--- src/rtl/sd_cmd_phy.sv ---
// rtl/sd_cmd_phy.sv - SD CMD line engine: framed command out with CRC7, optional response capture (SD_CMD_CRC_CHECK_EN enables receive CRC check)
module sd_cmd_phy #(
    parameter int WAIT_START_MAX = 64
) (
    input  logic        clk,
    input  logic        rst,
    input  logic [39:0] cmd_in,
    input  logic [15:0] settings_in,
    input  logic        req_in,
    input  logic        ack_in,
    input  logic        go_idle,
    output logic        req_out,
    output logic        ack_out,
    output logic [39:0] cmd_out,
    output logic [7:0]  status,
    output logic        cmd_o,
    output logic        cmd_oe,
    input  logic        cmd_i
);
    typedef enum logic [2:0] {
        S_IDLE, S_WRITE, S_DELAY, S_WAIT_START, S_READ, S_FINISH, S_ACK_WAIT
    } state_t;

    localparam logic [7:0] WAIT_LAST = 8'(WAIT_START_MAX - 1);

    state_t      state, state_nxt;
    logic        req_meta, req_s, ack_meta, ack_s;
    logic [7:0]  cnt;
    logic [39:0] tx_sh;
    logic [6:0]  crc;
    logic [2:0]  delay;
    logic [6:0]  rsp_size;
    logic        rsp_long;
    logic [7:0]  read_last;
    logic [7:0]  shift_lim;
    logic        crc_ok;

    // One CRC7 (x^7 + x^3 + 1) step for a single serial bit
    function automatic logic [6:0] crc_step(input logic [6:0] c, input logic b);
        logic fb;
        fb = c[6] ^ b;
        return {c[5:0], 1'b0} ^ (fb ? 7'h09 : 7'h00);
    endfunction

    assign rsp_long  = (rsp_size == 7'd127);
    assign read_last = rsp_long ? 8'd135 : 8'd47;
    assign shift_lim = rsp_long ? 8'd128 : 8'd40;

`ifdef SD_CMD_CRC_CHECK_EN
    logic [6:0] rx_crc;
    logic       crc_chk;
    logic       unused_ok;
    assign unused_ok = &{1'b0, settings_in[15:11]};
    assign crc_ok    = rsp_long || !crc_chk || (rx_crc == crc);
`else
    logic unused_ok;
    assign unused_ok = &{1'b0, settings_in[15:11], settings_in[7]};
    assign crc_ok    = 1'b1;
`endif

    // Two-flop synchronisers for the master handshake lines
    always_ff @(posedge clk or posedge rst) begin
        if (rst) begin
            req_meta <= 1'b0;
            req_s    <= 1'b0;
            ack_meta <= 1'b0;
            ack_s    <= 1'b0;
        end else begin
            req_meta <= req_in;
            req_s    <= req_meta;
            ack_meta <= ack_in;
            ack_s    <= ack_meta;
        end
    end

    // State register
    always_ff @(posedge clk or posedge rst) begin
        if (rst) state <= S_IDLE;
        else     state <= state_nxt;
    end

    // Next-state decode; abort overrides every transition
    always_comb begin
        state_nxt = state;
        if (go_idle) begin
            state_nxt = S_IDLE;
        end else begin
            case (state)
                S_IDLE:       if (req_s) state_nxt = S_WRITE;
                S_WRITE:      if (cnt == 8'd47) state_nxt = S_DELAY;
                S_DELAY:      if (cnt == {5'd0, delay})
                                  state_nxt = (rsp_size == 7'd0) ? S_FINISH : S_WAIT_START;
                S_WAIT_START: if (!cmd_i) state_nxt = S_READ;
                              else if (cnt == WAIT_LAST) state_nxt = S_FINISH;
                S_READ:       if (cnt == read_last) state_nxt = S_FINISH;
                S_FINISH:     if (ack_s) state_nxt = S_ACK_WAIT;
                S_ACK_WAIT:   if (!ack_s && !req_s) state_nxt = S_IDLE;
                default:      state_nxt = S_IDLE;
            endcase
        end
    end

    // Datapath: serialiser, CRC, response capture, status and handshake outputs
    always_ff @(posedge clk or posedge rst) begin
        if (rst) begin
            req_out  <= 1'b0;
            ack_out  <= 1'b0;
            cmd_out  <= '0;
            status   <= '0;
            cmd_o    <= 1'b1;
            cmd_oe   <= 1'b0;
            cnt      <= '0;
            tx_sh    <= '0;
            crc      <= '0;
            delay    <= '0;
            rsp_size <= '0;
`ifdef SD_CMD_CRC_CHECK_EN
            rx_crc   <= '0;
            crc_chk  <= 1'b0;
`endif
        end else if (go_idle) begin
            req_out <= 1'b0;
            ack_out <= 1'b1;
            status  <= '0;
            cmd_o   <= 1'b1;
            cmd_oe  <= 1'b0;
            cnt     <= '0;
        end else begin
            case (state)
                S_IDLE: begin
                    cmd_o   <= 1'b1;
                    cmd_oe  <= 1'b0;
                    req_out <= 1'b0;
                    ack_out <= 1'b1;
                    cnt     <= '0;
                    if (req_s) begin
                        tx_sh    <= cmd_in;
                        delay    <= settings_in[10:8];
                        rsp_size <= settings_in[6:0];
`ifdef SD_CMD_CRC_CHECK_EN
                        crc_chk  <= settings_in[7];
`endif
                        crc      <= '0;
                        status   <= 8'h80;
                        ack_out  <= 1'b0;
                    end
                end
                S_WRITE: begin
                    cmd_oe <= 1'b1;
                    cnt    <= cnt + 8'd1;
                    if (cnt < 8'd40) begin
                        cmd_o <= tx_sh[39];
                        tx_sh <= {tx_sh[38:0], 1'b0};
                        crc   <= crc_step(crc, tx_sh[39]);
                    end else if (cnt < 8'd47) begin
                        cmd_o <= crc[6];
                        crc   <= {crc[5:0], 1'b0};
                    end else begin
                        cmd_o <= 1'b1;
                        cnt   <= '0;
                    end
                end
                S_DELAY: begin
                    cmd_oe <= 1'b0;
                    cmd_o  <= 1'b1;
                    crc    <= '0;
                    cnt    <= cnt + 8'd1;
                    if (cnt == {5'd0, delay}) begin
                        cnt <= '0;
                        if (rsp_size == 7'd0) status <= 8'h60;
                    end
                end
                S_WAIT_START: begin
                    cnt <= cnt + 8'd1;
                    if (!cmd_i) begin
                        // The start bit is response bit 0
                        cnt     <= 8'd1;
                        cmd_out <= {cmd_out[38:0], cmd_i};
                        crc     <= crc_step(crc, cmd_i);
                    end else if (cnt == WAIT_LAST) begin
                        status <= 8'h10;
                    end
                end
                S_READ: begin
                    cnt <= cnt + 8'd1;
                    if (cnt < shift_lim) cmd_out <= {cmd_out[38:0], cmd_i};
                    if (cnt < 8'd40)     crc <= crc_step(crc, cmd_i);
`ifdef SD_CMD_CRC_CHECK_EN
                    if (cnt >= 8'd40 && cnt < 8'd47) rx_crc <= {rx_crc[5:0], cmd_i};
`endif
                    if (cnt == read_last) begin
                        cnt    <= '0;
                        status <= {1'b0, 1'b1, crc_ok, 5'd0};
                    end
                end
                S_FINISH: begin
                    cmd_oe  <= 1'b0;
                    cmd_o   <= 1'b1;
                    req_out <= !ack_s;
                end
                S_ACK_WAIT: begin
                    req_out <= 1'b0;
                    if (!ack_s && !req_s) ack_out <= 1'b1;
                end
                default: ;
            endcase
        end
    end
endmodule

--- config.mk ---
export PLATFORM = sky130hd
export DESIGN_NAME = sd_cmd_phy
export DESIGN_NICKNAME = d
export VERILOG_FILES = /design/src/rtl/sd_cmd_phy.sv
export SDC_FILE = /design/constraint.sdc
export NUM_CORES = 1
export LEC_CHECK = 0
export CELL_PAD_IN_SITES_DETAIL_PLACEMENT = 2
export CELL_PAD_IN_SITES_GLOBAL_PLACEMENT = 2
export CORE_ASPECT_RATIO = 0.9
export CORE_MARGIN = 1
export CORE_UTILIZATION = 36
export CTS_CLUSTER_SIZE = 25
export DETAILED_ROUTE_END_ITERATION = 6
export PLACE_DENSITY_LB_ADDON = 0.08
export SYNTH_ARGS = -nofsm -noshare
export SYNTH_HDL_FRONTEND = slang
export SYNTH_SLANG_ARGS = --single-unit
--- constraint.sdc ---
create_clock -name clk -period 6.6 [get_ports clk]
set_clock_uncertainty 0.2 [all_clocks]
set_input_delay 1.32 -clock clk [delete_from_list [all_inputs] [get_ports clk]]
set_output_delay 1.32 -clock clk [all_outputs]
set_load 0.01 [all_outputs]
# Word level (Yosys, flattened, before mapping)
# Cells that the tools add are included.
op_classes:
  addsub: 1
  magnitude_cmp: 3
  n_eq_ne: 27
  n_mux: 54
  bitwise: 5
  reduce_logical: 22
ops:
  columns: ["op", "n"]
  rows:
  - ["2-to-1 mux 40 bit", 4]
  - ["case mux 40 bit (2 select lines)", 2]
  - ["2-to-1 mux 8 bit", 15]
  - ["case mux 8 bit (5 select lines)", 1]
  - ["2-to-1 mux 7 bit", 5]
  - ["case mux 7 bit (5 select lines)", 1]
  - ["case mux 8 bit (4 select lines)", 1]
  - ["2-to-1 mux 3 bit", 10]
  - ["!= test 3 bit, second input constant", 10]
  - ["case mux 3 bit (7 select lines)", 1]
  - ["equality test 8 x 6 -> 1 bit, second input constant", 2]
  - ["less-than comparator 8 x 6 -> 1 bit, second input constant", 2]
  - ["AND reduction 7 bit", 2]
  - ["bitwise XOR 7 x 4 -> 7 bit", 2]
  - ["!= test 2 bit, second input constant", 5]
  - ["nonzero test 5 bit", 2]
  - ["equality test 3 bit, second input constant", 3]
  - ["nonzero test 3 bit", 3]
  - ["adder 8 x 1 -> 8 bit, second input constant", 1]
  - ["equality test 8 x 3 -> 1 bit", 1]
  - ["equality test 8 bit", 1]
  - ["less-than comparator 8 bit", 1]
  - ["2-to-1 mux 1 bit", 8]
  - ["2-to-1 mux 4 bit", 2]
  - ["other kinds (19)", 27]
totals:
  ff_bits: 124
  output_inout_bits: 52
  wordCells: 128

# Longest topological paths before layout
# Gate-level depths: netlist of the first run.
logic_depth:
  ltp_word: 6
  ltp_mapped: 10
  depth_no_buf: 9

# Worst setup path after synthesis of the first run
# No wires, ideal clock.
synth_path:
  path_kind: "input to register"
  from: "input port go_idle"
  to: "register crc[0]"
  setup_ps: 125
  arrival_time_ps: 2516
  slack_ps: 3759
  cell_stages: 5
  n_path_buf: 1
  path_cell_list: "clkbuf_1 > nor2_1 > o311ai_0 > o22ai_2 > mux2_2"
synth_via:
  elab_chain_len: 2
synth_rtl:
  columns: ["item", "line", "text"]
  rows:
  - ["start, declared", "11", "input logic go_idle,"]
  - ["inverter 1 bit (no source line)", null, null]
  - ["AND reduction 6 bit (no source line)", null, null]
  - ["end signal, assigned", "154", "crc <= crc_step(crc, tx_sh[39]);"]
  - ["end signal, assigned", "157", "crc <= {crc[5:0], 1'b0};"]
  - ["end signal, assigned", "179", "crc <= crc_step(crc, cmd_i);"]
  - ["end, declared", "30", "logic [6:0] crc;"]
# Every way passes these cells.
# A chain may end at the register's enable or synchronous reset.

# Worst setup path after layout of the first run
layout_path:
  from: "input port go_idle"
  to: "register state[2]"
layout_via:
  elab_chain_len: 2
  word_cells_on_any_way: 9
  cone_classes: "eq/ne: 7; mux: 1; reduce/logical: 1"
layout_rtl:
  columns: ["item", "line", "text"]
  rows:
  - ["!= test 4 bit (no source line) / != test 3 bit (equally long branches)", null, null]
  - ["AND reduction 7 bit (no source line)", null, null]
  - ["end signal, assigned", "79", "else state <= state_nxt;"]
  - ["end, declared", "26", "state_t state, state_nxt;"]
# Several ways; a longest one is shown, not always the timed one.

==> run summary, run 1 <==
## Global route
• largest net degree at the start of global routing: 81
• number of global-route vias before repair: 5269
• Total Routing Usage GR: 22.7%
• wire length of the first global-routing pass: 28.5 mm
• Remaining Overflow, GRT: 0
• initial antenna violation count: 0

## Setup path
• Worst path slowest cell: sky130_fd_sc_hd__clkdlybuf4s50_1
• Critical Path Start Type: primary input
• Critical R2R Launch: rsp_size[4]$_DFFE_PP0P_
• maximum fanout count along the critical path: 20
• critical path arrival: 3910 ps
• data required time of the critical path: 6700 ps
• Worst setup EP type: register
• start point of the critical path: go_idle
• path type of the worst setup path: primary input to register
• highest cell delay on the worst timing path: 910 ps
• Register-to-Register Setup Slack: 3120 ps
• critical-path cell list: clkdlybuf4s50_1, nor3_1, a31oi_1, and3_1, a32o_1

## STA
• Hold Vio Cnt, Final: 0
• normalized max-slew margin: 20.6%
• Peak Freq: 263 MHz
• final slew viol count: 0
• setup repair after global routing missed its margin: no
• worst hold margin: 155 ps
• Worst Max-Slew Pin Slew: 1190 ps
• post-route setup TNS: 0 ps
• minimum clock period after layout: 3810 ps
• share of the clock period used by the worst path: 57.7%
• total of endpoints with negative setup slack in the final report: 0

## Cells and area
• post-layout net count: 694
• antenna fix cells: 0
• Final Instance Count excl. Fillers: 843
• share of final-layout standard cells stronger than drive strength 1: 14.5%
• area added between synthesis and finish: 29.8%
• commonest cells after routing, fill and taps aside: 118 x sky130_fd_sc_hd__dfrtp_1, 103 x sky130_fd_sc_hd__clkdlybuf4s50_1, 62 x sky130_fd_sc_hd__nand2_1
• commonest non-fill, non-tap cell in the layout: sky130_fd_sc_hd__dfrtp_1
• number of inserted filler cells in the final layout: 1556

## Synthesis
• synthesized instance count: 539
• number of enable-type register cells in the synthesized netlist: 0
• cell types occupying the most area after synthesis: sky130_fd_sc_hd__dfrtp_1 51%, sky130_fd_sc_hd__mux2_2 9.3%, sky130_fd_sc_hd__mux2i_1 7.4%
• netlist area before placement: 5810 um2
• flip-flop and latch count after synthesis: 119
• cell type contributing the most total cell area after synthesis: sky130_fd_sc_hd__dfrtp_1
• top_reg_cell synth: sky130_fd_sc_hd__dfrtp_1
• synthesis warning total: 0
• share of Yosys cell area claimed by the top area cell type: 50.8%
• sequential-to-total area share from yosys stat: 51.2%
• Post-synth ARST share: 100%
• Synth Area per Inst: 10.8 um2
• unique cell type count in the Yosys netlist: 63

## Floorplan
• I/O pin total: 114
• core region area: 15600 um2
• y dimension of the die: 123 um
• row cnt: 43
• initial standard-cell utilization of the core: 37.3%
• die area: 16700 um2
• Die X: 136 um

## Worst hold path
• class of the tightest hold or removal check: register to register
• start point of the worst hold path: ack_meta$_DFF_PP0_

## Clocking
• clock buffers created by TritonCTS: 17
• clock tree from TritonCTS: done
• TritonCTS sink count: 119
• clock latency on the worst-skew pair: 420 ps
• root cell of the clock tree: sky130_fd_sc_hd__clkbuf_16
• number of buffers between clock root and the deepest sink: 2
• Post-CTS Hold Fix Bufs: 0
• post-CTS setup buffers: 0
• H-Tree Level Count: 4
• clock-pin slew on the worst setup and hold paths: 60 ps
• post-cts repair resize count: 0

## Route
• Via density: 5.43
• drt pass-1 iters: 4
• count of vias placed by the detailed router: 4577
• count of nets left with antenna violations after detail routing: 0
• routed wire length: 17.4 mm
• post-route DRC violation count: 0
• number of violations reported at the end of detailed-routing iteration 0: 172
• detailed-route wire length per cell: 20.6 um

## Power and ir drop
• sw frac: 30.4%
• share of total power in sequential cells: 40.4%
• P_int: 1.72 mW
• Pwr Density: 327 nW/um2
• standby leakage power: 3.30 nW
• clock network fraction of total power: 39.6%
• peak supply drop: 0.000180 V
• total power of the final layout: 2.47 mW
• Comb power frac: 20.0%
• net switching power: 0.752 mW

## Placed design
• placed cell count: 811
• weighted congestion at the end of routability-driven global placement: 0.765
• number of port buffers: 103
• Detailed Place HPWL: 11.1 mm

## Flow run
• number of maximum-capacitance constraint violations: 0

## Outcome
• outcome: complete, no violations

## per-stage QoR
stage	setup WS [ps]	area, um2	util, %
6_report	2790	7540	48.4
4_1_cts	2740	7540	48.4
5_1_grt	2550	7540	48.4
2_1_floorplan	1920	5830	-
3_5_place_dp	2390	6930	44.4
3_3_place_gp	2460	6930	44.4
## flip-flops by register name, summed over array words and instances, names as in the netlist, 3 cells and up
name and cells:
cmd_out 40, cnt 8, crc 7, delay 3, rsp_size 7, state 3, status 3, tx_sh 40
## cell type report
type	instances	area, um2	share of cell area [%]
multi-input cells	366	2570	34.1
inverters	16	62.6	0.829
flip-flops and latches	119	2980	39.5
repair buffers	108	1070	14.2
clock inverters	13	168	2.22
well taps	202	253	3.35
clock buffers	19	443	5.87
## power by group through the flow
stage,Clock [mW],Sequential [mW],Combinational (mW)
floorplan,0,0.973,0.356
global placement,0,0.991,0.462
detailed placement,0,1.01,0.490
CTS,0.995,1.00,0.505
global route,1.03,1.02,0.557
finish,0.978,0.997,0.494
## synthesized netlist by cell type, types with 3 or more instances
master and number:
sky130_fd_sc_hd__dfrtp_1 118, sky130_fd_sc_hd__mux2_1 4, sky130_fd_sc_hd__clkbuf_1 20, sky130_fd_sc_hd__o31a_1 3, sky130_fd_sc_hd__a31oi_1 6, sky130_fd_sc_hd__nand2_1 62, sky130_fd_sc_hd__a21oi_1 14, sky130_fd_sc_hd__buf_4 5
sky130_fd_sc_hd__nor2b_1 7, sky130_fd_sc_hd__o21ai_0 51, sky130_fd_sc_hd__a32oi_1 3, sky130_fd_sc_hd__nor3_1 8, sky130_fd_sc_hd__and2_1 3, sky130_fd_sc_hd__nor3b_1 3, sky130_fd_sc_hd__or3_1 4, sky130_fd_sc_hd__buf_2 8
sky130_fd_sc_hd__inv_1 16, sky130_fd_sc_hd__mux2_2 48, sky130_fd_sc_hd__nand2b_1 6, sky130_fd_sc_hd__a32o_1 4, sky130_fd_sc_hd__ha_1 4, sky130_fd_sc_hd__nor2_1 16, sky130_fd_sc_hd__nand4_1 5, sky130_fd_sc_hd__and3_1 4
sky130_fd_sc_hd__nand3_1 17, sky130_fd_sc_hd__mux2i_1 43, sky130_fd_sc_hd__a211oi_1 4, sky130_fd_sc_hd__buf_6 5
## kinds of logic after synthesis
| logic type | count (synthesis) | share of synthesized area, % |
|---|---|---|
| compound gates | 114 | 12.8 |
| xor+xnor | 2 | 0.301 |
| fa+ha+maj | 4 | 0.861 |
| buf+inv | 57 | 4.84 |
| flops | 119 | 51.2 |
| mux | 95 | 17.5 |
| other cells | 1 | 0.0645 |
| simple gates | 147 | 12.4 |
## worst max-delay path, delay by kind of cell
kind            cells  cell delay (ps)
buf+inv             1              910
compound gates      2              520
simple gates        2             1150
## routing by layer
metal / GRT usage [%] / vias up / part of all wire (%)
li1: - / 2115 / -
met1: 27.3 / 2355 / 43
met2: 39.0 / 92 / 50
met3: 6.77 / 15 / 5.3
met4: 6.74 / 0 / 1.1
met5: 0 / - / 0
## path summary, 6_finish.rpt
check / to / cells past startpoint
min in group asynchronous: cmd_out[10]$_DFFE_PP0P_ / 2
hold / removal: ack_s$_DFF_PP0_ / 0
hold reg to reg: ack_s$_DFF_PP0_ / 0
max in group asynchronous: tx_sh[11]$_DFFE_PP0P_ / 3
setup reg to reg: cmd_out[34]$_DFFE_PP0P_ / 8
setup / recovery: state[2]$_DFFE_PP0P_ / 5
Power figures use the tool's default switching activity.
==> inputs of run 2 (changes only) <==
Settings changed: CORE_UTILIZATION 36 to 33.
Clock period 6.6 ns to 3.75 ns, I/O delays scaled along.
==> run 2 against run 1 <==
Critical path depth increased by 4. Sequential share of layout area decreased by 0.81 points. Flip-flop and latch count unchanged. Clock-buffer cell count unchanged. Worst hold slack got worse by 6.0 ps. Register-to-register slack got worse by 2600 ps. Cell count increased by 5.3%. First-iteration DRC count decreased by 5.2%. Critical path type is now register to register. Largest cell class unchanged. Highest routed layer unchanged.
==> run summary, run 2 (synthesis results as in run 1) <==
## STA
• normalized max-slew margin: 45.2%, +25 points
• minimum clock period after layout: 3200 ps
• final slew viol count: 0, unchanged
• share of the clock period used by the worst path: 85.2%
• Worst Max-Slew Pin Slew: 823 ps, -368 ps
• setup repair after global routing missed its margin: no
• slack of the critical path: 554 ps, -2240 ps
• post-route setup TNS: 0 ps, unchanged
• Hold Vio Cnt, Final: 0, unchanged
• total of endpoints with negative setup slack in the final report: 0, unchanged
• Peak Freq: 313 MHz

## Floorplan
• Die X: 142 um, +4.4%
• die area: 18200 um2, +8.9%
• I/O pin total: 114, unchanged
• core region area: 17100 um2, +9.3%
• y dimension of the die: 128 um, +4.4%
• initial standard-cell utilization of the core: 34.1%, -3.2 points
• row cnt: 45, +4.7%

## Cells and area
• multi-input combinational cell area: 2570 um2, unchanged
• area added between synthesis and finish: 32.5%
• final instance area: 7700 um2, +2.1%
• antenna fix cells: 0, unchanged
• post-layout net count: 706, +1.7%
• combined flip-flop and latch cell area: 2980 um2, unchanged
• Post-Route Utilization: 45.1%, -3.2 points
• commonest non-fill, non-tap cell in the layout: sky130_fd_sc_hd__dfrtp_1
• commonest cells after routing, fill and taps aside: 118 x sky130_fd_sc_hd__dfrtp_1, 103 x sky130_fd_sc_hd__clkdlybuf4s50_1, 62 x sky130_fd_sc_hd__nand2_1
• number of inserted filler cells in the final layout: 1741, +12%
• largest registers: cmd_out: 40 flops, tx_sh: 40 flops, cnt: 8 flops
• share of final-layout standard cells stronger than drive strength 1: 16.1%, +1.6 points

## Global route
• initial antenna violation count: 0, unchanged
• number of global-route vias before repair: 5146, -2.3%
• wire length of the first global-routing pass: 26.8 mm, -6.0%
• Remaining Overflow, GRT: 0, unchanged
• largest net degree at the start of global routing: 81, unchanged
• Total Routing Usage GR: 19.2%, -3.5 points

## Power and ir drop
• Pwr Density: 559 nW/um2, +71%
• peak supply drop: 0.000333 V, +85%
• standby leakage power: 3.36 nW, +1.9%
• total power of the final layout: 4.31 mW, +74%

## Clocking
• H-Tree Level Count: 4, unchanged
• post-cts repair resize count: 0, unchanged
• number of buffers between clock root and the deepest sink: 2, unchanged
• clock tree from TritonCTS: done
• root cell of the clock tree: sky130_fd_sc_hd__clkbuf_16
• post-CTS setup buffers: 0, unchanged
• clock buffers created by TritonCTS: 17, unchanged
• Post-CTS Hold Fix Bufs: 0, unchanged
• clock latency on the worst-skew pair: 420 ps, about the same
• clock-pin slew on the worst setup and hold paths: 60 ps, about the same
• TritonCTS sink count: 119, unchanged

## Placed design
• number of port buffers: 103, unchanged
• weighted congestion at the end of routability-driven global placement: 0.782, +2.2%
• pre-CTS worst setup slack: 585 ps, -1800 ps
• Detailed Place HPWL: 11.0 mm, -1.1%
• instance area at placement: 7090 um2, +2.3%

## Setup path
• Worst setup EP type: register
• maximum fanout count along the critical path: 5, -75%
• critical path arrival: 3300 ps, -610 ps
• highest cell delay on the worst timing path: 630 ps, -280 ps
• data required time of the critical path: 3860 ps, -2840 ps
• Worst path slowest cell: sky130_fd_sc_hd__a211oi_1
• critical-path cell list: and4_1, nand4_1, inv_1, ha_1, nor4bb_1, a41oi_1, a211oi_1, nand3_1, a32o_1
• Critical Path Start Type: register
• path type of the worst setup path: register to register

## Route
• count of nets left with antenna violations after detail routing: 0, unchanged
• drt pass-1 iters: 4, unchanged
• count of vias placed by the detailed router: 4560, -0.37%
• detailed-route wire length per cell: 18.1 um, -12%
• routed length on met1: 6.99 mm, -7.3%
• Routed met3 length: 962 um, +4.6%
• met2 WL: 7.92 mm, -9.0%
• post-route DRC violation count: 0, unchanged
• number of violations reported at the end of detailed-routing iteration 0: 163, -5.2%
• Via density: 5.14, -5.4%
• routed wire length: 16.1 mm, -7.3%
• uppermost metal layer occupied by signal nets: met4

## Worst hold path
• class of the tightest hold or removal check: register to register

## Outcome
• outcome: complete, no violations

## Flow run
• number of maximum-capacitance constraint violations: 0, unchanged

run 2: where the power goes:
part,total [mW],internal [mW],switching (mW)
logic,0.851,0.393,0.458
clock network,1.70,1.07,0.627
registers,1.76,1.57,0.190
total,4.31,3.03,1.28
run 2: per-stage QoR:
step           std cells  hold slack (ps)
2_1_floorplan        542              131
3_5_place_dp         856              138
6_report             888              149
5_1_grt              888              165
4_1_cts              888              151
3_3_place_gp         856              133
run 2: cell type report:
class / instances / share of cell area (%)
sequential: 119 / 38.7
multi-input combinational: 366 / 33.4
timing repair buffer: 120 / 15.4
clock buffer: 19 / 5.75
tap: 235 / 3.82
clock inverter: 13 / 2.18
inverter: 16 / 0.828
run 2: critical path, delay by kind of cell, from the launching register on:
family / cells / cell delay (ps)
buf+inv: 1 / 70
fa+ha+maj: 1 / 300
compound gates: 3 / 1150
simple gates: 4 / 960
flops: 1 / 390
run 2: worst paths after layout:
kind	cells past startpoint	from	slack [ps]	end
min in group asynchronous	2	rst	550	tx_sh[21]$_DFFE_PP0P_
worst max register to register	9	rsp_size[4]$_DFFE_PP0P_	550	state[2]$_DFFE_PP0P_
worst min register to register	0	req_meta$_DFF_PP0_	150	req_s$_DFF_PP0_
worst min-delay path	0	req_meta$_DFF_PP0_	150	req_s$_DFF_PP0_
max in group asynchronous	3	rst	1970	ack_s$_DFF_PP0_
worst max-delay path	9	rsp_size[4]$_DFFE_PP0P_	550	state[2]$_DFFE_PP0P_
run 2: layer usage:
metal,vias to the layer above,GRT usage [%]
li1,2127,-
met1,2338,23.1
met2,77,32.6
met3,18,6.16
met4,0,6.33
met5,-,0
==> inputs of run 3 (changes only) <==
Settings changed: CAP_MARGIN set to 0, PLACE_DENSITY set to 0.76, PLACE_DENSITY_LB_ADDON 0.08 to not set.
==> run 3 against run 2 <==
Clock power increased by 9%. Combinational power grew 2.9%. First-iteration DRC count grew 15%. Critical endpoint is now state[0]$_DFFE_PP0P_. Wire length grew 11%. Cell count is 0.11% lower. Register-to-register slack got worse by 30 ps. Global-route usage up 1.9 points. Flip-flop and latch count stayed put. Worst hold slack better by 2.0 ps.
==> run summary, run 3 (synthesis results as in run 1) <==
## Route
• post-route DRC violation count: 0, unchanged
• count of nets left with antenna violations after detail routing: 0, unchanged
• routed wire length: 17.9 mm, +11%
• number of violations reported at the end of detailed-routing iteration 0: 187, +15%
• detailed-route wire length per cell: 20.2 um, +11%
• Via density: 5.21, +1.4%
• drt pass-1 iters: 5, +1
• count of vias placed by the detailed router: 4618, +1.3%

## STA
• post-route setup TNS: 0 ps, unchanged
• share of the clock period used by the worst path: 86.1%, +0.87 points
• Hold Vio Cnt, Final: 0, unchanged
• total of endpoints with negative setup slack in the final report: 0, unchanged
• setup repair after global routing missed its margin: no
• slack of the critical path: 521 ps, -32.6 ps
• Peak Freq: 310 MHz, -1.0%
• worst hold margin: 151 ps, +2.02 ps
• normalized max-slew margin: 34.9%, -10 points
• minimum clock period after layout: 3230 ps, +32.6 ps
• Worst Max-Slew Pin Slew: 975 ps, +152 ps
• final slew viol count: 0, unchanged

## Floorplan
• I/O pin total: 114, unchanged
• row cnt: 45, unchanged
• y dimension of the die: 128 um, unchanged
• Die X: 142 um, unchanged
• die area: 18200 um2, unchanged
• core region area: 17100 um2, unchanged
• initial standard-cell utilization of the core: 34.1%, unchanged

## Outcome
• outcome: complete, no violations

## Setup path
• critical-path cell list: and4_1, nand4_1, inv_1, ha_1, nor4bb_1, a41oi_1, a211oi_1, nand4_1, a32o_1
• Worst path slowest cell: sky130_fd_sc_hd__a211oi_1
• Worst setup EP type: register
• maximum fanout count along the critical path: 5, unchanged
• Critical R2R Launch: rsp_size[4]$_DFFE_PP0P_
• highest cell delay on the worst timing path: 590 ps, -40 ps
• data required time of the critical path: 3860 ps, about the same
• CP most frequent cell: sky130_fd_sc_hd__nand4_1
• Register-to-Register Setup Slack: 520 ps, -30 ps
• Critical Path Start Type: register
• critical path arrival: 3340 ps, +40 ps
• count of cells along the worst register-to-register path: 9, unchanged
• path type of the worst setup path: register to register
• worst r2r dst: state[0]$_DFFE_PP0P_

## Clocking
• H-Tree Level Count: 4, unchanged
• root cell of the clock tree: sky130_fd_sc_hd__clkbuf_16
• number of buffers between clock root and the deepest sink: 2, unchanged
• TritonCTS sink count: 119, unchanged
• clock tree from TritonCTS: done
• clock buffers created by TritonCTS: 17, unchanged
• post-cts repair resize count: 0, unchanged
• clock latency on the worst-skew pair: 430 ps, about the same
• Post-CTS Hold Fix Bufs: 0, unchanged
• post-CTS setup buffers: 0, unchanged
• clock-pin slew on the worst setup and hold paths: 60 ps, about the same

## Worst hold path
• end point of the worst hold path: req_s$_DFF_PP0_
• start point of the worst hold path: req_meta$_DFF_PP0_
• class of the tightest hold or removal check: register to register
• Min-Delay Path Depth: 0, unchanged

## Placed design
• number of port buffers: 103, unchanged
• Detailed Place HPWL: 11.6 mm, +5.6%
• pre-CTS worst setup slack: 571 ps, -13.1 ps
• weighted congestion at the end of routability-driven global placement: 0.779, -0.41%
• placed cell count: 855, -0.12%

## Cells and area
• Final Instance Count excl. Fillers: 887, -0.11%
• post-layout net count: 705, -0.14%
• largest registers: cmd_out: 40 flops, tx_sh: 40 flops, cnt: 8 flops
• number of inserted filler cells in the final layout: 1758, +0.98%
• area added between synthesis and finish: 33.4%
• commonest cells after routing, fill and taps aside: 118 x sky130_fd_sc_hd__dfrtp_1, 103 x sky130_fd_sc_hd__clkdlybuf4s50_1, 62 x sky130_fd_sc_hd__nand2_1
• share of final-layout standard cells stronger than drive strength 1: 16.0%, -0.13 points
• antenna fix cells: 0, unchanged
• commonest non-fill, non-tap cell in the layout: sky130_fd_sc_hd__dfrtp_1

## Flow run
• number of maximum-capacitance constraint violations: 0, unchanged

## Global route
• number of global-route vias before repair: 5259, +2.2%
• largest net degree at the start of global routing: 48, -41%
• wire length of the first global-routing pass: 29.2 mm, +8.9%
• Remaining Overflow, GRT: 0, unchanged
• initial antenna violation count: 0, unchanged
• Total Routing Usage GR: 21.1%, +1.9 points

## Power and ir drop
• peak supply drop: 0.000409 V, +23%
• Pwr Density: 581 nW/um2, +3.9%
• standby leakage power: 3.37 nW, +0.40%

==> run 3: cell types whose count changed in the layout (fill, tap and decap cells not counted) <==
| cell | change |
|---|---|
| sky130_fd_sc_hd__clkinv_2 | -2 |
| sky130_fd_sc_hd__clkinv_4 | -3 |
| sky130_fd_sc_hd__clkinvlp_4 | +2 |
| sky130_fd_sc_hd__buf_4 | -2 |
| sky130_fd_sc_hd__bufinv_16 | +2 |
| sky130_fd_sc_hd__buf_12 | +1 |
| sky130_fd_sc_hd__inv_6 | +1 |
==> run 3: worst max-delay path: cells and delay by family (launching register included) <==
family / cells / cell delay, ps
compound gates: 3 / 1160
fa+ha+maj: 1 / 290
buf+inv: 1 / 80
flops: 1 / 390
simple gates: 4 / 980
==> run 3: how the worst max path moves through the flow <==
| stage | start | endpoint | cells after the start |
|---|---|---|---|
| after floorplan | rsp_size[4]$_DFFE_PP0P_ | cmd_out[28]$_DFFE_PP0P_ | 8 |
| after detailed placement | rsp_size[4]$_DFFE_PP0P_ | state[0]$_DFFE_PP0P_ | 9 |
| final | rsp_size[4]$_DFFE_PP0P_ | state[0]$_DFFE_PP0P_ | 9 |
| after global routing | rsp_size[4]$_DFFE_PP0P_ | state[0]$_DFFE_PP0P_ | 9 |
| after global placement | cmd_i | cmd_out[22]$_DFFE_PP0P_ | 6 |
| after CTS | rsp_size[4]$_DFFE_PP0P_ | state[0]$_DFFE_PP0P_ | 9 |
==> run 3: layout make-up <==
class / count / area, um2 / area share (%)
sequential: 119 / 2980 / 38.4
clock inverter: 13 / 215 / 2.78
timing repair buffer: 119 / 1190 / 15.3
multi-input combinational: 366 / 2570 / 33.2
clock buffer: 19 / 443 / 5.71
tap: 235 / 294 / 3.79
inverter: 16 / 63.8 / 0.823
==> run 3: metrics by stage <==
| stage | total power [mW] | area [um2] | util [%] |
|---|---|---|---|
| final | 4.50 | 7750 | 45.5 |
| after global routing | 4.73 | 7750 | 45.5 |
| after detailed placement | 2.65 | 7100 | 41.6 |
| after CTS | 4.56 | 7750 | 45.5 |
| after global placement | 2.56 | 7100 | 41.6 |
| after floorplan | 2.34 | 5830 | - |
==> run 3: where the power goes <==
part | internal, mW | total, mW | leakage [nW] | switching, mW
Sequential | 1.57 | 1.77 | 1.56 | 0.198
Clock | 1.20 | 1.86 | 0.307 | 0.655
Combinational | 0.395 | 0.876 | 1.51 | 0.481
==> run 3: routing by layer <==
metal  up-vias  track usage, %  share of wire, %
met4         0            5.63              0.93
li1       2138               -                 -
met2        91            36.3                50
met5         -               0                 0
met3        19            7.32               6.4
met1      2370            25.1                42
